**config.mk**
```make
export PLATFORM = sky130hd
export DESIGN_NAME = pad_link_responder_flat
export DESIGN_NICKNAME = d
export VERILOG_FILES = /design/src/rtl/pad_link_pkg.sv /design/src/rtl/pad_link_if.sv /design/src/rtl/pad_link_sync_edge.sv /design/src/rtl/pad_link_responder.sv /design/src/flat_wrapper.sv
export SDC_FILE = /design/constraint.sdc
export NUM_CORES = 1
export LEC_CHECK = 0
export ABC_AREA = 1
export BUFFER_PORTS_ARGS = -buffer_cell sky130_fd_sc_hd__clkbuf_2
export CORE_ASPECT_RATIO = 0.7
export CORE_MARGIN = 2
export CORE_UTILIZATION = 62
export CTS_BUF_LIST = sky130_fd_sc_hd__clkbuf_4 sky130_fd_sc_hd__clkbuf_8 sky130_fd_sc_hd__clkbuf_16
export CTS_CLUSTER_DIAMETER = 200
export DETAILED_ROUTE_END_ITERATION = 7
export PLACE_DENSITY = 0.92
export SYNTH_ARGS = -nofsm -noshare
export SYNTH_HDL_FRONTEND = slang
export SYNTH_SLANG_ARGS = --single-unit
```
**constraint.sdc**
```tcl
create_clock -name clock -period 4.1 [get_ports clock]
set_input_delay 0.41 -clock clock [delete_from_list [all_inputs] [get_ports clock]]
set_output_delay 0.41 -clock clock [all_outputs]
set_load 0.01 [all_outputs]
```
**src/rtl/pad_link_pkg.sv**
```systemverilog
// Shared types and defaults for the serial gamepad link responder.
// Contents: FSM state enum, default parameter values, idle level of the data line.
package pad_link_pkg;

    typedef enum logic [1:0] {
        StIdle,
        StLatched,
        StShift,
        StDone
    } pad_state_e;

    localparam int unsigned NBITS_DEFAULT          = 16;
    localparam int unsigned SYNC_STAGES_DEFAULT    = 2;
    localparam int unsigned TIMEOUT_CYCLES_DEFAULT = 4096;

    // Level of pad_data when no button is reported (the line is active-low).
    localparam logic PAD_RELEASED = 1'b1;

endpackage

```
**src/rtl/pad_link_if.sv**
```systemverilog
// Pad-link bundle between the host side (latch/clock/button sources) and the responder.
// master: drives pad_latch, pad_clk, buttons (and turbo_mask when PAD_LINK_TURBO_EN is defined);
//         observes pad_data, busy, frame_done, timeout_err, poll_count.
// slave : the responder, with the opposite directions.
interface pad_link_if #(
    parameter int unsigned NBITS = 16
);
    logic             pad_latch;
    logic             pad_clk;
    logic [NBITS-1:0] buttons;
    logic             pad_data;
    logic             busy;
    logic             frame_done;
    logic             timeout_err;
    logic [15:0]      poll_count;
`ifdef PAD_LINK_TURBO_EN
    logic [NBITS-1:0] turbo_mask;

    modport master (
        output pad_latch, pad_clk, buttons, turbo_mask,
        input  pad_data, busy, frame_done, timeout_err, poll_count
    );
    modport slave (
        input  pad_latch, pad_clk, buttons, turbo_mask,
        output pad_data, busy, frame_done, timeout_err, poll_count
    );
`else
    modport master (
        output pad_latch, pad_clk, buttons,
        input  pad_data, busy, frame_done, timeout_err, poll_count
    );
    modport slave (
        input  pad_latch, pad_clk, buttons,
        output pad_data, busy, frame_done, timeout_err, poll_count
    );
`endif
endinterface

```
**src/rtl/pad_link_sync_edge.sv**
```systemverilog
// Synchronizer plus edge detector for one asynchronous host pin.
// Ports: clock, reset_btn (sync, active-low), pin_i (async pin),
//        rise_o / fall_o (one-cycle pulses, valid SYNC_STAGES cycles after the pin edge).
// SYNC_STAGES must be at least 2.
module pad_link_sync_edge #(
    parameter int unsigned SYNC_STAGES = 2
) (
    input  logic clock,
    input  logic reset_btn,
    input  logic pin_i,
    output logic rise_o,
    output logic fall_o
);
    logic [SYNC_STAGES-1:0] sync_q;
    logic                   prev_q;

    always_ff @(posedge clock) begin
        if (!reset_btn) begin
            sync_q <= '0;
            prev_q <= 1'b0;
        end else begin
            sync_q <= {sync_q[SYNC_STAGES-2:0], pin_i};
            prev_q <= sync_q[SYNC_STAGES-1];
        end
    end

    // Combinational edges so the consuming FSM acts on the very next clock edge.
    assign rise_o = sync_q[SYNC_STAGES-1] & ~prev_q;
    assign fall_o = ~sync_q[SYNC_STAGES-1] & prev_q;

endmodule

```
**src/rtl/pad_link_responder.sv**
```systemverilog
// Emulated shift-register gamepad: host latches, then clocks out one active-low bit per rise.
// Ports: clock, reset_btn (sync, active-low), bus (pad_link_if.slave: pad_latch, pad_clk,
//        buttons, pad_data, busy, frame_done, timeout_err, poll_count).
// Optional build macro PAD_LINK_TURBO_EN adds bus.turbo_mask and a turbo phase that masks
// selected buttons as released on alternate groups of TURBO_PERIOD frames.
// NBITS must be at least 2.
module pad_link_responder
    import pad_link_pkg::*;
#(
    parameter int unsigned NBITS          = NBITS_DEFAULT,
    parameter int unsigned SYNC_STAGES    = SYNC_STAGES_DEFAULT,
    parameter int unsigned TIMEOUT_CYCLES = TIMEOUT_CYCLES_DEFAULT,
    parameter int unsigned TURBO_PERIOD   = 4
) (
    input logic       clock,
    input logic       reset_btn,
    pad_link_if.slave bus
);
    localparam int unsigned CntW = $clog2(NBITS + 1);
    localparam int unsigned TmoW = $clog2(TIMEOUT_CYCLES + 1);

    logic latch_rise, latch_fall, clk_rise, unused_clk_fall;

    pad_link_sync_edge #(.SYNC_STAGES(SYNC_STAGES)) u_sync_latch (
        .clock     (clock),
        .reset_btn (reset_btn),
        .pin_i     (bus.pad_latch),
        .rise_o    (latch_rise),
        .fall_o    (latch_fall)
    );

    pad_link_sync_edge #(.SYNC_STAGES(SYNC_STAGES)) u_sync_clk (
        .clock     (clock),
        .reset_btn (reset_btn),
        .pin_i     (bus.pad_clk),
        .rise_o    (clk_rise),
        .fall_o    (unused_clk_fall)
    );

    pad_state_e       state_q, state_d;
    logic [NBITS-1:0] shreg_q, shreg_d;
    logic [CntW-1:0]  bit_cnt_q, bit_cnt_d;
    logic [TmoW-1:0]  tmo_q, tmo_d;
    logic [15:0]      poll_q, poll_d;
    logic             frame_done_q, frame_done_d;
    logic             timeout_q, timeout_d;
    logic [NBITS-1:0] load_val;
    logic             pad_data;

`ifdef PAD_LINK_TURBO_EN
    localparam int unsigned TurboW = $clog2(TURBO_PERIOD + 1);
    logic              phase_q;
    logic [TurboW-1:0] turbo_cnt_q;

    // Phase advances once per TURBO_PERIOD completed frames.
    always_ff @(posedge clock) begin
        if (!reset_btn) begin
            phase_q     <= 1'b0;
            turbo_cnt_q <= '0;
        end else if (frame_done_d) begin
            if (turbo_cnt_q == TurboW'(TURBO_PERIOD - 1)) begin
                turbo_cnt_q <= '0;
                phase_q     <= ~phase_q;
            end else begin
                turbo_cnt_q <= turbo_cnt_q + TurboW'(1);
            end
        end
    end

    assign load_val = ~(bus.buttons & ~(phase_q ? bus.turbo_mask : '0));
`else
    localparam int unsigned unused_turbo_period = TURBO_PERIOD;
    assign load_val = ~bus.buttons;
`endif

    always_comb begin
        state_d      = state_q;
        shreg_d      = shreg_q;
        bit_cnt_d    = bit_cnt_q;
        tmo_d        = tmo_q;
        poll_d       = poll_q;
        frame_done_d = 1'b0;
        timeout_d    = 1'b0;
        // Latch rise wins over everything, including a same-cycle clock rise.
        if (latch_rise) begin
            state_d   = StLatched;
            shreg_d   = load_val;
            bit_cnt_d = '0;
            tmo_d     = '0;
        end else begin
            unique case (state_q)
                StLatched: begin
                    shreg_d = load_val;
                    if (latch_fall) begin
                        state_d   = StShift;
                        bit_cnt_d = '0;
                        tmo_d     = '0;
                    end
                end
                StShift: begin
                    if (clk_rise) begin
                        shreg_d   = {PAD_RELEASED, shreg_q[NBITS-1:1]};
                        bit_cnt_d = bit_cnt_q + CntW'(1);
                        tmo_d     = '0;
                        if (bit_cnt_q == CntW'(NBITS - 1)) begin
                            state_d      = StDone;
                            frame_done_d = 1'b1;
                            poll_d       = poll_q + 16'd1;
                        end
                    end else if (tmo_q == TmoW'(TIMEOUT_CYCLES - 1)) begin
                        state_d   = StIdle;
                        timeout_d = 1'b1;
                    end else begin
                        tmo_d = tmo_q + TmoW'(1);
                    end
                end
                StIdle, StDone: ;
                default: state_d = StIdle;
            endcase
        end
    end

    always_ff @(posedge clock) begin
        if (!reset_btn) begin
            state_q      <= StIdle;
            shreg_q      <= '0;
            bit_cnt_q    <= '0;
            tmo_q        <= '0;
            poll_q       <= '0;
            frame_done_q <= 1'b0;
            timeout_q    <= 1'b0;
        end else begin
            state_q      <= state_d;
            shreg_q      <= shreg_d;
            bit_cnt_q    <= bit_cnt_d;
            tmo_q        <= tmo_d;
            poll_q       <= poll_d;
            frame_done_q <= frame_done_d;
            timeout_q    <= timeout_d;
        end
    end

    // While latched the line follows the live buttons (transparent load).
    always_comb begin
        pad_data = PAD_RELEASED;
        unique case (state_q)
            StLatched: pad_data = load_val[0];
            StShift:   pad_data = shreg_q[0];
            default:   pad_data = PAD_RELEASED;
        endcase
    end

    assign bus.pad_data    = pad_data;
    assign bus.busy        = (state_q == StLatched) || (state_q == StShift);
    assign bus.frame_done  = frame_done_q;
    assign bus.timeout_err = timeout_q;
    assign bus.poll_count  = poll_q;

endmodule
```
**src/flat_wrapper.sv**
```systemverilog
// flat-port wrapper written by rule: the top's interface ports become plain ports
module pad_link_responder_flat import pad_link_pkg::*;
#(
    parameter int unsigned NBITS          = NBITS_DEFAULT,
    parameter int unsigned SYNC_STAGES    = SYNC_STAGES_DEFAULT,
    parameter int unsigned TIMEOUT_CYCLES = TIMEOUT_CYCLES_DEFAULT,
    parameter int unsigned TURBO_PERIOD   = 4
)
  (clock, reset_btn, bus_pad_latch, bus_pad_clk, bus_buttons, bus_pad_data, bus_busy, bus_frame_done, bus_timeout_err, bus_poll_count);
  pad_link_if #(.NBITS(NBITS)) bus_i ();
  input logic clock;
  input logic reset_btn;
  input wire logic [$bits(bus_i.pad_latch)-1:0] bus_pad_latch;
  input wire logic [$bits(bus_i.pad_clk)-1:0] bus_pad_clk;
  input wire logic [$bits(bus_i.buttons)-1:0] bus_buttons;
  output wire logic [$bits(bus_i.pad_data)-1:0] bus_pad_data;
  output wire logic [$bits(bus_i.busy)-1:0] bus_busy;
  output wire logic [$bits(bus_i.frame_done)-1:0] bus_frame_done;
  output wire logic [$bits(bus_i.timeout_err)-1:0] bus_timeout_err;
  output wire logic [$bits(bus_i.poll_count)-1:0] bus_poll_count;
  assign bus_i.pad_latch = bus_pad_latch;
  assign bus_i.pad_clk = bus_pad_clk;
  assign bus_i.buttons = bus_buttons;
  assign bus_pad_data = bus_i.pad_data;
  assign bus_busy = bus_i.busy;
  assign bus_frame_done = bus_i.frame_done;
  assign bus_timeout_err = bus_i.timeout_err;
  assign bus_poll_count = bus_i.poll_count;
  pad_link_responder #(.NBITS(NBITS), .SYNC_STAGES(SYNC_STAGES), .TIMEOUT_CYCLES(TIMEOUT_CYCLES), .TURBO_PERIOD(TURBO_PERIOD)) u_core (.clock(clock), .reset_btn(reset_btn), .bus(bus_i));
endmodule
```
# Yosys cells after proc, flatten, opt, wreduce, memory -nomap -nowiden
# Index checks and enable logic that the tools add are counted.
[classes]
magnitude_cmp = 0
n_mux = 19
n_reduce_logical = 12
eq_ne = 13
n_mul = 0
addsub = 3
bitwise = 11
shifts = 0
n_div = 0
[op_table]
columns = ["operator", "count"]
rows = [
  ["13-bit two-way mux", 3],
  ["16-bit two-way mux", 2],
  ["16-bit one-hot mux with 2 select lines", 1],
  ["13-bit one-hot mux with 2 select lines", 1],
  ["16-bit by 1-bit adder with 16-bit output (second input constant)", 1],
  ["16-bit NOT", 1],
  ["13-bit by 1-bit adder with 13-bit output (second input constant)", 1],
  ["13-bit by 12-bit == test with 1-bit output (second input constant)", 1],
  ["4-bit AND reduction", 3],
  ["5-bit two-way mux", 2],
  ["5-bit one-hot mux with 2 select lines", 1],
  ["3-bit by 1-bit != test with 1-bit output (second input constant)", 3],
  ["2-bit two-way mux", 4],
  ["4-bit OR reduction", 2],
  ["1-bit NOT", 7],
  ["3-bit AND reduction", 2],
  ["5-bit by 1-bit adder with 5-bit output (second input constant)", 1],
  ["5-bit by 4-bit == test with 1-bit output (second input constant)", 1],
  ["2-bit by 1-bit != test with 1-bit output (second input constant)", 2],
  ["4-bit by 1-bit != test with 1-bit output (second input constant)", 1],
  ["4-bit by 3-bit != test with 1-bit output (second input constant)", 1],
  ["2-bit one-hot mux with 2 select lines", 1],
  ["1-bit AND", 3],
  ["1-bit two-way mux", 3],
  ["other kinds (10)", 10],
]
[totals]
inputBits = 20
latchBits = 0
out_inout_bits = 20
word_cells = 70
n_memories = 0
mem_bits_rw = 0
register_bits = 60
romBits = 0

# Longest topological paths before layout
# Gate-level depths: netlist of run 1.
[depth]
depth_word = 5
depth_mapped = 12
mapped_depth_nobuf = 12

# Cells and area by module
# A second synthesis of run 1 with hierarchy kept.
[unflattened]
cells_unflattened = 441
hier_area_um2 = 3098.0
[by_module_without_submodules]
columns = ["module", "instances", "seq_area_each_um2", "cells_each", "area_per_inst_um2"]
rows = [
  ["pad_link_responder", 1, 1081.0, 415, 2897.8],
  ["pad_link_sync_edge", 2, 60.1, 13, 100.1],
]

# Least setup slack after synthesis of run 1
# No wires, ideal clock.
[synth_path]
path_kind = "register to register"
startpoint = "reg u_core.bit_cnt_q[0]"
endpoint = "reg u_core.poll_q[1], in the netlist u_core.bus.poll_count[1]"
period_less_slack_ns = 1.605
slack_ns = 2.495
arrival_time_ns = 1.489
path_stages_with_launch = 10
t_required_ns = 3.984
path_cell_list = "dfxtp_1 > ha_1 > inv_1 > nor3_1 > ha_1 > nand2_2 > nor2_4 > clkinv_1 > nor2_1 > nor2_1"
[synth_between]
elab_chain_cells = 2
[synth_lines]
columns = ["item", "line", "rtl"]
rows = [
  ["start: declaration", "pad_link_responder.sv:42", "logic [CntW-1:0] bit_cnt_q, bit_cnt_d;"],
  ["start signal: assignment", "pad_link_responder.sv:135", "bit_cnt_q <= bit_cnt_d;"],
  ["5-bit by 4-bit == test with 1-bit output", "pad_link_responder.sv:105", "if (bit_cnt_q == CntW'(NBITS - 1)) begin"],
  ["4-bit AND reduction (no source line)", "n/a", ""],
  ["end signal: assignment", "pad_link_responder.sv:137", "poll_q <= poll_d;"],
  ["end: declaration", "pad_link_responder.sv:44", "logic [15:0] poll_q, poll_d;"],
]
# Every way passes these cells.
# A chain may end at the register's enable or synchronous reset.

# Worst setup path in the final report of run 1
[layout_path]
startpoint = "reg u_core.bit_cnt_q[0]"
endpoint = "reg u_core.poll_q[8], in the netlist u_core.bus.poll_count[8]"
# Same word-level chain as after synthesis.

==> key figures, run 1 <==
Setup path
  • RR Startpoint: u_core.bit_cnt_q[0]
  • R2R Setup Slk: 1.99 ns
  • WP data arrival: 2.32 ns
  • Worst path required time: 4.32 ns
  • Worst-path fanout max: 17
  • Worst r2r dst: u_core.bus.poll_count[8]
  • R2R cell count: 9
  • Crit Path Category: flip-flop to flip-flop
  • Crit end category: flip-flop
  • CP Launch Type: flip-flop

Synthesis
  • Yosys warns: 0
  • Cell count after synthesis: 454
  • Dominant synthesized flop cell: dfxtp_1
  • Top cell type's share of synthesized area: 0.378
  • Yosys reg bits: 60
  • Mapped Nets: 480
  • Top cells by area, synth: dfxtp_1 (38%), nand2_1 (14%), nor2_1 (7.4%)
  • Largest area contributor in the netlist: dfxtp_1
  • Syn Area/Cell: 7.00 µm²
  • Netlist Area Pre-Place: 3180 µm²
  • Synth cell types: 34
  • Post-synthesis sequential area ratio: 0.378
  • Post-synthesis async set-or-reset flop share: 0
  • Number of flops mapped to enable cells by yosys: 0

Clocking
  • Setup bufs post-CTS: 0
  • Number of sinks on the clock net: 60
  • Clk Latency, worst-skew pair: 0.35 ns
  • Cts hold-fix bufs: 0
  • TritonCTS clock tree: built
  • Reg clk slew, reported paths: 0.08 ns
  • CTS buffer count: 9
  • # resized after CTS: 0
  • CTS Buffer Depth: 2
  • Max H-tree Level: 3
  • Root Driver: clkbuf_8

Route
  • Top layer in use: met4
  • DR WL/cell: 12.7 µm
  • Met2 wire length: 3360 µm
  • Via count: 3,013
  • Routed Wire Length: 7210 µm
  • 1st-pass router iterations: 5
  • # DRC: 0
  • Final ANT Viol Nets: 0
  • Met3 WL: 447 µm
  • Vias per cell: 5.32
  • DR iter-0 viols: 188
  • M1 wire length: 3350 µm

Pwr
  • Leakage: 1.46 nW
  • Worst vdd ir: 0.000399 V
  • Pwr Density: 551 nW/µm²

Floorplan
  • Die Width: 89.6 µm
  • Die ar.: 5720 µm²
  • Top Ports: 40
  • Num rows: 21
  • Starting Density: 0.654
  • Die Ht: 63.9 µm
  • Core box area: 4860 µm²

Timing
  • Max Slew Vio Count: 0
  • Slew margin rel.: 0.582
  • Min Tclk post-route: 2.11 ns
  • RSZ-0062 raised after global routing: false
  • Final worst slack: 1.99 ns
  • Fmax: 475 MHz
  • Hold violation count in the final report: 0
  • Final setup TNS: 0 ns
  • Final Cycle Share: 0.514
  • Max Clock Skew: 0.00771 ns
  • Final setup viols: 0
  • Slew @ Worst Pin: 0.627 ns

Global route
  • Initial antenna violation count: 0
  • First-pass GRT wire length: 12,100 µm
  • Largest net degree at the start of global routing: 33
  • Vias in the first global route: 2,798
  • Gr usage total: 0.272
  • GR Overflow Total: 0

Finish
  • Final non-filler cell total: 566
  • Nets: 518
  • Share of cells above drive strength 1: 0.189
  • P&R area growth vs syn: 13.4%
  • # diodes: 0

Placement
  • Placer congestion estimate: 0.896
  • Detailed placement HPWL: 5110 µm
  • Port Buffer Count: 39
  • Cell Count Post-Placement: 550
  • Worst slack, placed: 2.03 ns

Job
  • Max Cap Violations: 0

Worst hold path
  • Hold endpoint: u_core.u_sync_clk.sync_q[0]
  • Hold Startpoint: bus_pad_clk
  • Cell depth of the worst min-delay path: 3
  • Hold Crit Class: input port to flip-flop

Outcome
  • Status: finished clean
-- how the worst max path moves through the flow --
stage	from	to	slack, ns	depth (start not counted)
finish	u_core.bit_cnt_q[0]	u_core.bus.poll_count[8]	1.99	9
global route	u_core.bit_cnt_q[0]	u_core.bus.poll_count[15]	1.78	9
CTS	u_core.bit_cnt_q[0]	u_core.bus.poll_count[8]	2.00	9
detailed placement	u_core.bit_cnt_q[0]	u_core.bus.poll_count[8]	2.03	9
global placement	u_core.bit_cnt_q[0]	u_core.bus.poll_count[1]	2.16	9
floorplan	u_core.bit_cnt_q[0]	u_core.bus.poll_count[1]	2.49	9
-- cell type report --
type / count / area, µm²
tap: 69 / 86.3
multi-input combinational: 329 / 1690
timing repair buffer: 40 / 203
inverter: 52 / 199
fill: 384 / 1260
clock inverter: 7 / 100
clock buffer: 9 / 124
sequential: 60 / 1200
-- kinds of logic (layout without fill, tap and decap cells) --
family / Yosys count / count (layout) / synth area share
AOI/OAI and AO/OA: 72 / 72 / 0.152
and+or+nand+nor: 245 / 245 / 0.339
adders and majority gates: 6 / 6 / 0.0236
buffers and inverters: 65 / 108 / 0.0906
DFF: 60 / 60 / 0.378
xor gates and xnor gates: 6 / 6 / 0.0165
-- flip-flops by register name, indices dropped and copies added (netlist names) --
register                    count
u_core.bit_cnt_q                5
u_core.bus.timeout_err          1
u_core.u_sync_clk.sync_q        2
u_core.bus.poll_count          16
u_core.tmo_q                   13
u_core.u_sync_latch.prev_q      1
u_core.u_sync_latch.sync_q      2
u_core.state_q                  2
u_core.shreg_q                 16
u_core.bus.frame_done           1
u_core.u_sync_clk.prev_q        1
-- worst max-delay path, stage by stage, from the launching register on --
cell	delay (ns)
dfxtp_1	0.39
ha_1	0.19
inv_1	0.06
nor3_1	0.14
ha_1	0.21
nand2_2	0.07
nor2_4	0.35
clkinv_1	0.35
nand2_1	0.14
a21oi_1	0.07
-- power breakdown --
part           total, mW  switching (mW)  internal [mW]
clock              0.601           0.256          0.345
sequential         0.726          0.0496          0.677
combinational      0.658           0.467          0.190
total               1.99           0.773           1.21
-- through the flow --
stage | hold slack [ns] | power, mW | area (µm²) | utilization
after global routing | 0.245 | 2.09 | 3600 | 0.741
after floorplan | 0.390 | 1.30 | 3180 | -
after detailed placement | 0.407 | 1.38 | 3380 | 0.695
after global placement | 0.394 | 1.35 | 3380 | 0.695
after CTS | 0.230 | 1.98 | 3600 | 0.741
final | 0.243 | 1.99 | 3600 | 0.741
-- metal layers --
layer | vias up | global-route usage
met5 | - | 0
met4 | 0 | 0.0765
met3 | 8 | 0.0879
met2 | 97 | 0.437
met1 | 1383 | 0.349
li1 | 1525 | -
-- Yosys cell counts, types with 2 or more instances --
cell type	n
inv_2	4
nor2_2	2
clkbuf_1	5
xnor2_1	3
nor2_1	63
inv_1	44
clkinv_1	2
dfxtp_1	60
a211oi_2	15
nand3_1	25
buf_6	5
nand4_1	2
nand2_2	8
and2_1	3
o21ai_0	25
xor2_1	3
nor2_8	2
a21oi_1	29
nor2_4	2
nor3_1	11
buf_2	2
nand2_1	122
ha_1	6
-- layout by cell type, fill, tap and decap left out, types with 2 or more instances in the layout --
cell type,n
nand2_1,122
nor3_1,11
nand4_1,2
nor2_8,2
inv_1,44
ha_1,6
dfxtp_1,60
nand3_1,25
a21oi_1,29
inv_2,4
nand2_2,8
xnor2_1,3
and2_1,3
bufinv_16,2
a211oi_2,15
clkbuf_8,9
clkinv_1,2
xor2_1,3
clkinvlp_4,3
nor2_1,63
nor2_2,2
o21ai_0,25
nor2_4,2
clkbuf_2,39
No activity file was read; power rests on OpenSTA's default activity.
==> run 2: changes to the inputs <==
--- a/config.mk
+++ b/config.mk
@@ -5,15 +5,15 @@
 export SDC_FILE = /design/constraint.sdc
 export NUM_CORES = 1
 export LEC_CHECK = 0
-export ABC_AREA = 1
+export ABC_AREA = 0
 export BUFFER_PORTS_ARGS = -buffer_cell sky130_fd_sc_hd__clkbuf_2
 export CORE_ASPECT_RATIO = 0.7
 export CORE_MARGIN = 2
-export CORE_UTILIZATION = 62
+export CORE_UTILIZATION = 51
 export CTS_BUF_LIST = sky130_fd_sc_hd__clkbuf_4 sky130_fd_sc_hd__clkbuf_8 sky130_fd_sc_hd__clkbuf_16
 export CTS_CLUSTER_DIAMETER = 200
 export DETAILED_ROUTE_END_ITERATION = 7
-export PLACE_DENSITY = 0.92
+export PLACE_DENSITY = 0.82
 export SYNTH_ARGS = -nofsm -noshare
 export SYNTH_HDL_FRONTEND = slang
 export SYNTH_SLANG_ARGS = --single-unit
==> constraint.sdc (replaced) <==
create_clock -name clock -period 1.8 [get_ports clock]
set_input_delay 0.18 -clock clock [delete_from_list [all_inputs] [get_ports clock]]
set_output_delay 0.18 -clock clock [all_outputs]
set_load 0.01 [all_outputs]
==> run 2 against run 1 <==
  * The flow now finishes with violations (negative setup slack)
  * Power increased by 63%
  * Combinational power decreased by 18%
  * Clock-buffer cell count increased by 5
  * Setup slack got worse by 2.3 ns
  * Hold slack got worse by 0.20 ns
  * Global-route usage decreased by 4.4 points
  * Area after synthesis decreased by 13%
  * Routed wire length decreased by 7.1%
  * Utilization decreased by 4.9 points
  * Non-clock buffer count increased by 29
  * Flip-flop and latch count unchanged
  * Critical path depth decreased by 2
==> key figures, run 2 <==
Pwr
  • Clock Power Share: 0.389
  • Worst vdd ir: 0.000729 V
  • Sw frac: 0.260
  • Switching power total: 840 µW
  • Reg power frac: 0.443
  • Logic pwr share: 0.168
  • Pwr Density: 893 nW/µm²
  • P_int: 2.39 mW
  • Leakage: 1.47 nW

Setup path
  • RR Startpoint: u_core.bit_cnt_q[1]
  • Worst-path fanout max: 5
  • R2R cell count: 7
  • CP Launch Type: flip-flop
  • Worst r2r dst: u_core.bus.poll_count[7]
  • Worst path required time: 2.07 ns
  • Crit end category: flip-flop
  • WP data arrival: 2.34 ns
  • Crit Path Category: flip-flop to flip-flop
  • R2R Setup Slk: -0.28 ns

Global route
  • Largest net degree at the start of global routing: 32
  • Initial antenna violation count: 0
  • GR Overflow Total: 0
  • Gr usage total: 0.228
  • Vias in the first global route: 2,360
  • First-pass GRT wire length: 10,800 µm

Worst hold path
  • Hold Startpoint: bus_buttons[15]
  • Hold Crit Class: input port to flip-flop
  • Hold endpoint: u_core.shreg_q[15]
  • Cell depth of the worst min-delay path: 2

Synthesis
  • Top cells by area, synth: dfxtp_1 (43%), nand2_1 (7.2%), a21oi_1 (6.0%)
  • Top cells by count, synth: dfxtp_1 (60), nand2_1 (53), a21oi_1 (33), nor2_1 (25), o211ai_1 (15)
  • Synth cell types: 43
  • Largest area contributor in the netlist: dfxtp_1
  • Post-synthesis sequential area ratio: 0.434
  • Most frequent cell after synthesis: dfxtp_1
  • Top cell type's share of synthesized area: 0.434
  • Netlist Area Pre-Place: 2770 µm²
  • Number of flops mapped to enable cells by yosys: 0
  • Syn Area/Cell: 8.34 µm²
  • Mapped Nets: 358
  • Cell count after synthesis: 332
  • Yosys reg bits: 60
  • Dominant synthesized flop cell: dfxtp_1
  • Yosys warns: 0
  • Post-synthesis async set-or-reset flop share: 0

Clocking
  • Cts hold-fix bufs: 0
  • Reg clk slew, reported paths: 0.06 ns
  • Clk Latency, worst-skew pair: 0.34 ns
  • Max H-tree Level: 3
  • CTS buffer count: 9
  • Root Driver: clkbuf_8
  • Number of sinks on the clock net: 60
  • CTS Buffer Depth: 2
  • TritonCTS clock tree: built

Floorplan
  • Top Ports: 40
  • Starting Density: 0.529
  • Num rows: 22
  • Die Width: 92.1 µm
  • Die Ht: 65.7 µm
  • Core box area: 5230 µm²
  • Die ar.: 6040 µm²

Finish
  • Commonest non-fill, non-tap cells in the layout: dfxtp_1 (56), nand2_1 (50), clkbuf_2 (39), a21oi_1 (30), buf_4 (28)
  • FF/Latch Area: 1210 µm²
  • # diodes: 0
  • Fillers: 436
  • Commonest non-fill, non-tap cell in the layout: dfxtp_1
  • Share of cells above drive strength 1: 0.296
  • P&R area growth vs syn: 30.6%
  • Nets: 424
  • Area of the multi-input gates: 1640 µm²

Timing
  • Max Slew Vio Count: 0
  • Final Cycle Share: 1.15
  • Final worst slack: -0.276 ns
  • WHS: 0.0432 ns
  • Final setup viols: 15
  • Slew @ Worst Pin: 0.544 ns
  • RSZ-0062 raised after global routing: true
  • Fmax: 482 MHz
  • Min Tclk post-route: 2.08 ns
  • Hold violation count in the final report: 0
  • Slew margin rel.: 0.637
  • Max Clock Skew: 0.00697 ns

Job
  • Max Cap Violations: 0

Placement
  • Detailed placement HPWL: 4340 µm
  • Port Buffer Count: 39
  • Worst slack, placed: -0.234 ns
  • Placer congestion estimate: 0.870

Route
  • 1st-pass router iterations: 4
  • DR iter-0 viols: 155
  • DR WL/cell: 14.1 µm
  • Vias per cell: 5.45
  • Routed Wire Length: 6700 µm
  • # DRC: 0
  • Via count: 2,582
  • Final ANT Viol Nets: 0

Outcome
  • Status: finished with violations
  • Violated checks: negative setup slack
==> run 2: what timing repair did <==
item | 4_1_cts | 5_1_grt
gates resized for setup | 11 | 21
buffers inserted | 4 | 3
endpoints found under the setup margin | 16 | 34
pin swaps | 13 | 13
==> run 2: metrics by stage <==
| stage | cells | util | setup TNS (ns) | area, µm² | total power, mW |
|---|---|---|---|---|---|
| final | 474 | 0.691 | -2.31 | 3620 | 3.23 |
| after global routing | 474 | 0.691 | -4.00 | 3620 | 3.40 |
| after CTS | 474 | 0.673 | -1.38 | 3520 | 3.22 |
| after detailed placement | 455 | 0.618 | -1.39 | 3230 | 1.95 |
| after global placement | 455 | 0.618 | -0.686 | 3230 | 1.94 |
| after floorplan | 332 | - | -1.04 | 2800 | 1.77 |
==> run 2: cell families (layout without fill, tap and decap cells) <==
family                   Yosys count  count (layout)  share of synthesized area
AND/OR/NAND/NOR                  148             148                      0.278
AO/OA/AOI/OAI                     76              76                      0.164
buffers and inverters             24              94                     0.0361
adder cells (fa/ha/maj)            6               6                     0.0271
multiplexers                       8               8                     0.0289
XOR/XNOR                          10              10                     0.0316
flip-flops                        60              60                      0.434
==> run 2: cell type report <==
type                            count  area share
Clock buffer                       14      0.0498
Clock inverter                      1     0.00830
Inverter                           10      0.0104
Multi-Input combinational cell    248       0.452
Sequential cell                    60       0.334
Tap cell                           72      0.0249
Timing Repair Buffer               69       0.121
==> run 2: critical path: stages (launching register included) <==
cell and delay, ns:
dfxtp_2 0.35, ha_4 0.14, and3_4 0.20, ha_4 0.13, nand3b_1 0.17, or4b_4 0.55, or3_1 0.34, a21oi_2 0.13
==> run 2: routing by layer <==
| metal | share of wire | track usage | up-vias |
|---|---|---|---|
| met5 | 0 | 0 | - |
| met4 | 0.0054 | 0.0690 | 0 |
| met3 | 0.070 | 0.0860 | 8 |
| met2 | 0.46 | 0.346 | 85 |
| met1 | 0.47 | 0.304 | 1173 |
| li1 | - | - | 1316 |
==> run 2: how the worst max path moves through the flow <==
stage                             start                        to  slack (ns)  depth (start not counted)
global route        u_core.bit_cnt_q[1]  u_core.bus.poll_count[7]       -0.39                          7
finish              u_core.bit_cnt_q[1]  u_core.bus.poll_count[7]       -0.28                          7
detailed placement  u_core.bit_cnt_q[1]  u_core.bus.poll_count[9]       -0.23                          7
CTS                 u_core.bit_cnt_q[1]  u_core.bus.poll_count[9]       -0.19                          7
floorplan           u_core.bit_cnt_q[1]  u_core.bus.poll_count[9]       -0.20                          7
global placement    u_core.bit_cnt_q[1]  u_core.bus.poll_count[9]       -0.19                          7
==> run 2: power groups by stage <==
stage | combinational (mW) | sequential (mW) | clock, mW
finish | 0.542 | 1.43 | 1.26
global route | 0.597 | 1.44 | 1.36
CTS | 0.500 | 1.43 | 1.29
detailed placement | 0.496 | 1.46 | 0
global placement | 0.483 | 1.45 | 0
floorplan | 0.320 | 1.45 | 0
==> run 3: changes to the inputs <==
--- a/config.mk
+++ b/config.mk
@@ -7,9 +7,11 @@
 export LEC_CHECK = 0
 export ABC_AREA = 0
 export BUFFER_PORTS_ARGS = -buffer_cell sky130_fd_sc_hd__clkbuf_2
+export CAP_MARGIN = 5
+export CELL_PAD_IN_SITES_DETAIL_PLACEMENT = 0
+export CELL_PAD_IN_SITES_GLOBAL_PLACEMENT = 1
 export CORE_ASPECT_RATIO = 0.7
-export CORE_MARGIN = 2
-export CORE_UTILIZATION = 51
+export CORE_UTILIZATION = 38
 export CTS_BUF_LIST = sky130_fd_sc_hd__clkbuf_4 sky130_fd_sc_hd__clkbuf_8 sky130_fd_sc_hd__clkbuf_16
 export CTS_CLUSTER_DIAMETER = 200
 export DETAILED_ROUTE_END_ITERATION = 7
==> run 3 against run 2 <==
  * The flow still finishes with violations (negative setup slack)
  * Die area increased by 26%
  * Utilization decreased by 17 points
  * Clock skew grew 0.0051 ns
  * Setup slack better by 0.12 ns
  * Highest routed layer unchanged
  * Fmax increased by 6.2%
  * Clock-buffer cell count is 2 lower
  * First-iteration DRC count shrank 18%
  * Sequential power is essentially flat
  * Register-to-register slack better by 0.12 ns
  * Critical path depth unchanged
  * Via count fell by 2.7%
==> key figures, run 3 (synthesized netlist as in run 2, its figures left out) <==
Setup path
  • RR Startpoint: u_core.bit_cnt_q[1]
  • R2R Setup Slk: -0.15 ns
  • Worst-path fanout max: 4
  • Crit end category: flip-flop
  • R2R cell count: 7
  • CP Launch Type: flip-flop
  • Worst path required time: 2.06 ns
  • Crit Path Category: flip-flop to flip-flop
  • Worst r2r dst: u_core.bus.poll_count[7]
  • WP data arrival: 2.22 ns

Pwr
  • Worst vdd ir: 0.000427 V
  • Leakage: 1.45 nW
  • Pwr Density: 899 nW/µm²

Placement
  • Detailed placement HPWL: 4410 µm
  • Port Buffer Count: 39
  • Placer congestion estimate: 0.804
  • Worst slack, placed: -0.255 ns
  • Cell Count Post-Placement: 479

Finish
  • Final non-filler cell total: 498
  • P&R area growth vs syn: 29.5%
  • # diodes: 0
  • Fillers: 652
  • Commonest non-fill, non-tap cells in the layout: dfxtp_1 (57), nand2_1 (50), clkbuf_2 (39), a21oi_1 (31), buf_4 (29)
  • Share of cells above drive strength 1: 0.277
  • Commonest non-fill, non-tap cell in the layout: dfxtp_1
  • Nets: 426

Timing
  • Hold violation count in the final report: 0
  • Final worst slack: -0.155 ns
  • Final setup viols: 11
  • Max Clock Skew: 0.0120 ns
  • Fmax: 512 MHz
  • RSZ-0062 raised after global routing: true
  • Min Tclk post-route: 1.95 ns
  • Slew margin rel.: 0.735
  • Slew @ Worst Pin: 0.395 ns
  • Final Cycle Share: 1.09
  • Max Slew Vio Count: 0

Route
  • DR iter-0 viols: 127
  • Via count: 2,512
  • 1st-pass router iterations: 4
  • # DRC: 0
  • DR WL/cell: 12.6 µm
  • Routed Wire Length: 6270 µm
  • Vias per cell: 5.04
  • Final ANT Viol Nets: 0

Outcome
  • Status: finished with violations
  • Violated checks: negative setup slack

Clocking
  • TritonCTS clock tree: built
  • Max H-tree Level: 3
  • Number of sinks on the clock net: 60
  • Root Driver: clkbuf_8
  • CTS buffer count: 9
  • Clk Latency, worst-skew pair: 0.34 ns
  • Reg clk slew, reported paths: 0.07 ns
  • CTS Buffer Depth: 2

Job
  • Max Cap Violations: 0

Floorplan
  • Die Ht: 73.4 µm
  • Num rows: 25
  • Die ar.: 7640 µm²
  • Die Width: 104 µm
  • Starting Density: 0.402
  • Core box area: 6880 µm²
  • Top Ports: 40

Worst hold path
  • Hold Crit Class: input port to flip-flop
  • Cell depth of the worst min-delay path: 2
  • Hold endpoint: u_core.shreg_q[15]
  • Hold Startpoint: bus_buttons[15]

Global route
  • Initial antenna violation count: 0
  • First-pass GRT wire length: 10,700 µm
  • Gr usage total: 0.177
  • Vias in the first global route: 2,265
  • GR Overflow Total: 0
  • Largest net degree at the start of global routing: 31
run 3: cell types whose count changed in the layout (fill, tap and decap cells not counted), moves of 2 or more:
cell        change
clkbuf_4        -2
clkinvlp_4      +2
xnor2_1         +2
xnor2_2         -2
run 3: worst max path at each step:
| stage | start | to | slack, ns | depth (start not counted) |
|---|---|---|---|---|
| 2_1_floorplan | u_core.bit_cnt_q[1] | u_core.bus.poll_count[9] | -0.20 | 7 |
| 3_3_place_gp | u_core.bit_cnt_q[1] | u_core.bus.poll_count[9] | -0.21 | 7 |
| 3_5_place_dp | u_core.bit_cnt_q[1] | u_core.bus.poll_count[7] | -0.25 | 7 |
| 4_1_cts | u_core.bit_cnt_q[1] | u_core.bus.poll_count[14] | -0.15 | 9 |
| 5_1_grt | u_core.bit_cnt_q[1] | u_core.bus.poll_count[14] | -0.25 | 9 |
| 6_report | u_core.bit_cnt_q[1] | u_core.bus.poll_count[7] | -0.15 | 7 |
run 3: timing repair:
| item | in CTS | in global routing |
|---|---|---|
| resized for setup | 11 | 8 |
| hold buffers | 0 | 0 |
| endpoints found under the setup margin | 15 | 25 |
| hold endpoints to repair | 0 | 0 |
| setup buffers | 5 | 0 |
| pin swaps | 10 | 7 |
run 3: where the power goes:
| group | internal (mW) | leakage (nW) | switching, mW |
|---|---|---|---|
| logic | 0.214 | 0.860 | 0.310 |
| clock network | 0.745 | 0.101 | 0.527 |
| registers | 1.39 | 0.488 | 0.0343 |
| total | 2.35 | 1.45 | 0.872 |
run 3: critical path: stages (launching register included):
cell and delay, ns:
dfxtp_2 0.35, ha_4 0.13, and3_4 0.18, ha_4 0.12, nand3b_1 0.10, or4b_4 0.52, or3_1 0.34, a21oi_1 0.14
run 3: layout make-up:
type	instances	area (µm²)	share of cell area
tap	94	118	0.0328
timing repair buffer	71	455	0.127
sequential	60	1200	0.336
multi-input combinational	248	1560	0.435
inverter	10	37.5	0.0105
clock buffer	12	165	0.0461
clock inverter	3	45.0	0.0126
run 3: routing by layer:
layer	vias up	share of wire	wire length [µm]	track usage
met5	-	0	0	0
met4	0	0.012	78	0.0762
met3	7	0.048	300	0.0444
met2	60	0.42	2660	0.264
met1	1132	0.52	3230	0.245
li1	1313	-	-	-
run 3: per-stage QoR:
step	total power [mW]	utilization	cell area (µm²)	hold slack, ns	setup TNS [ns]
finish	3.23	0.521	3590	0.0159	-0.965
global route	3.39	0.521	3590	0.0202	-2.45
detailed placement	1.97	0.476	3270	0.372	-1.30
global placement	1.96	0.476	3270	0.377	-0.899
CTS	3.26	0.517	3560	0.000965	-0.842
floorplan	1.77	-	2800	0.276	-1.04
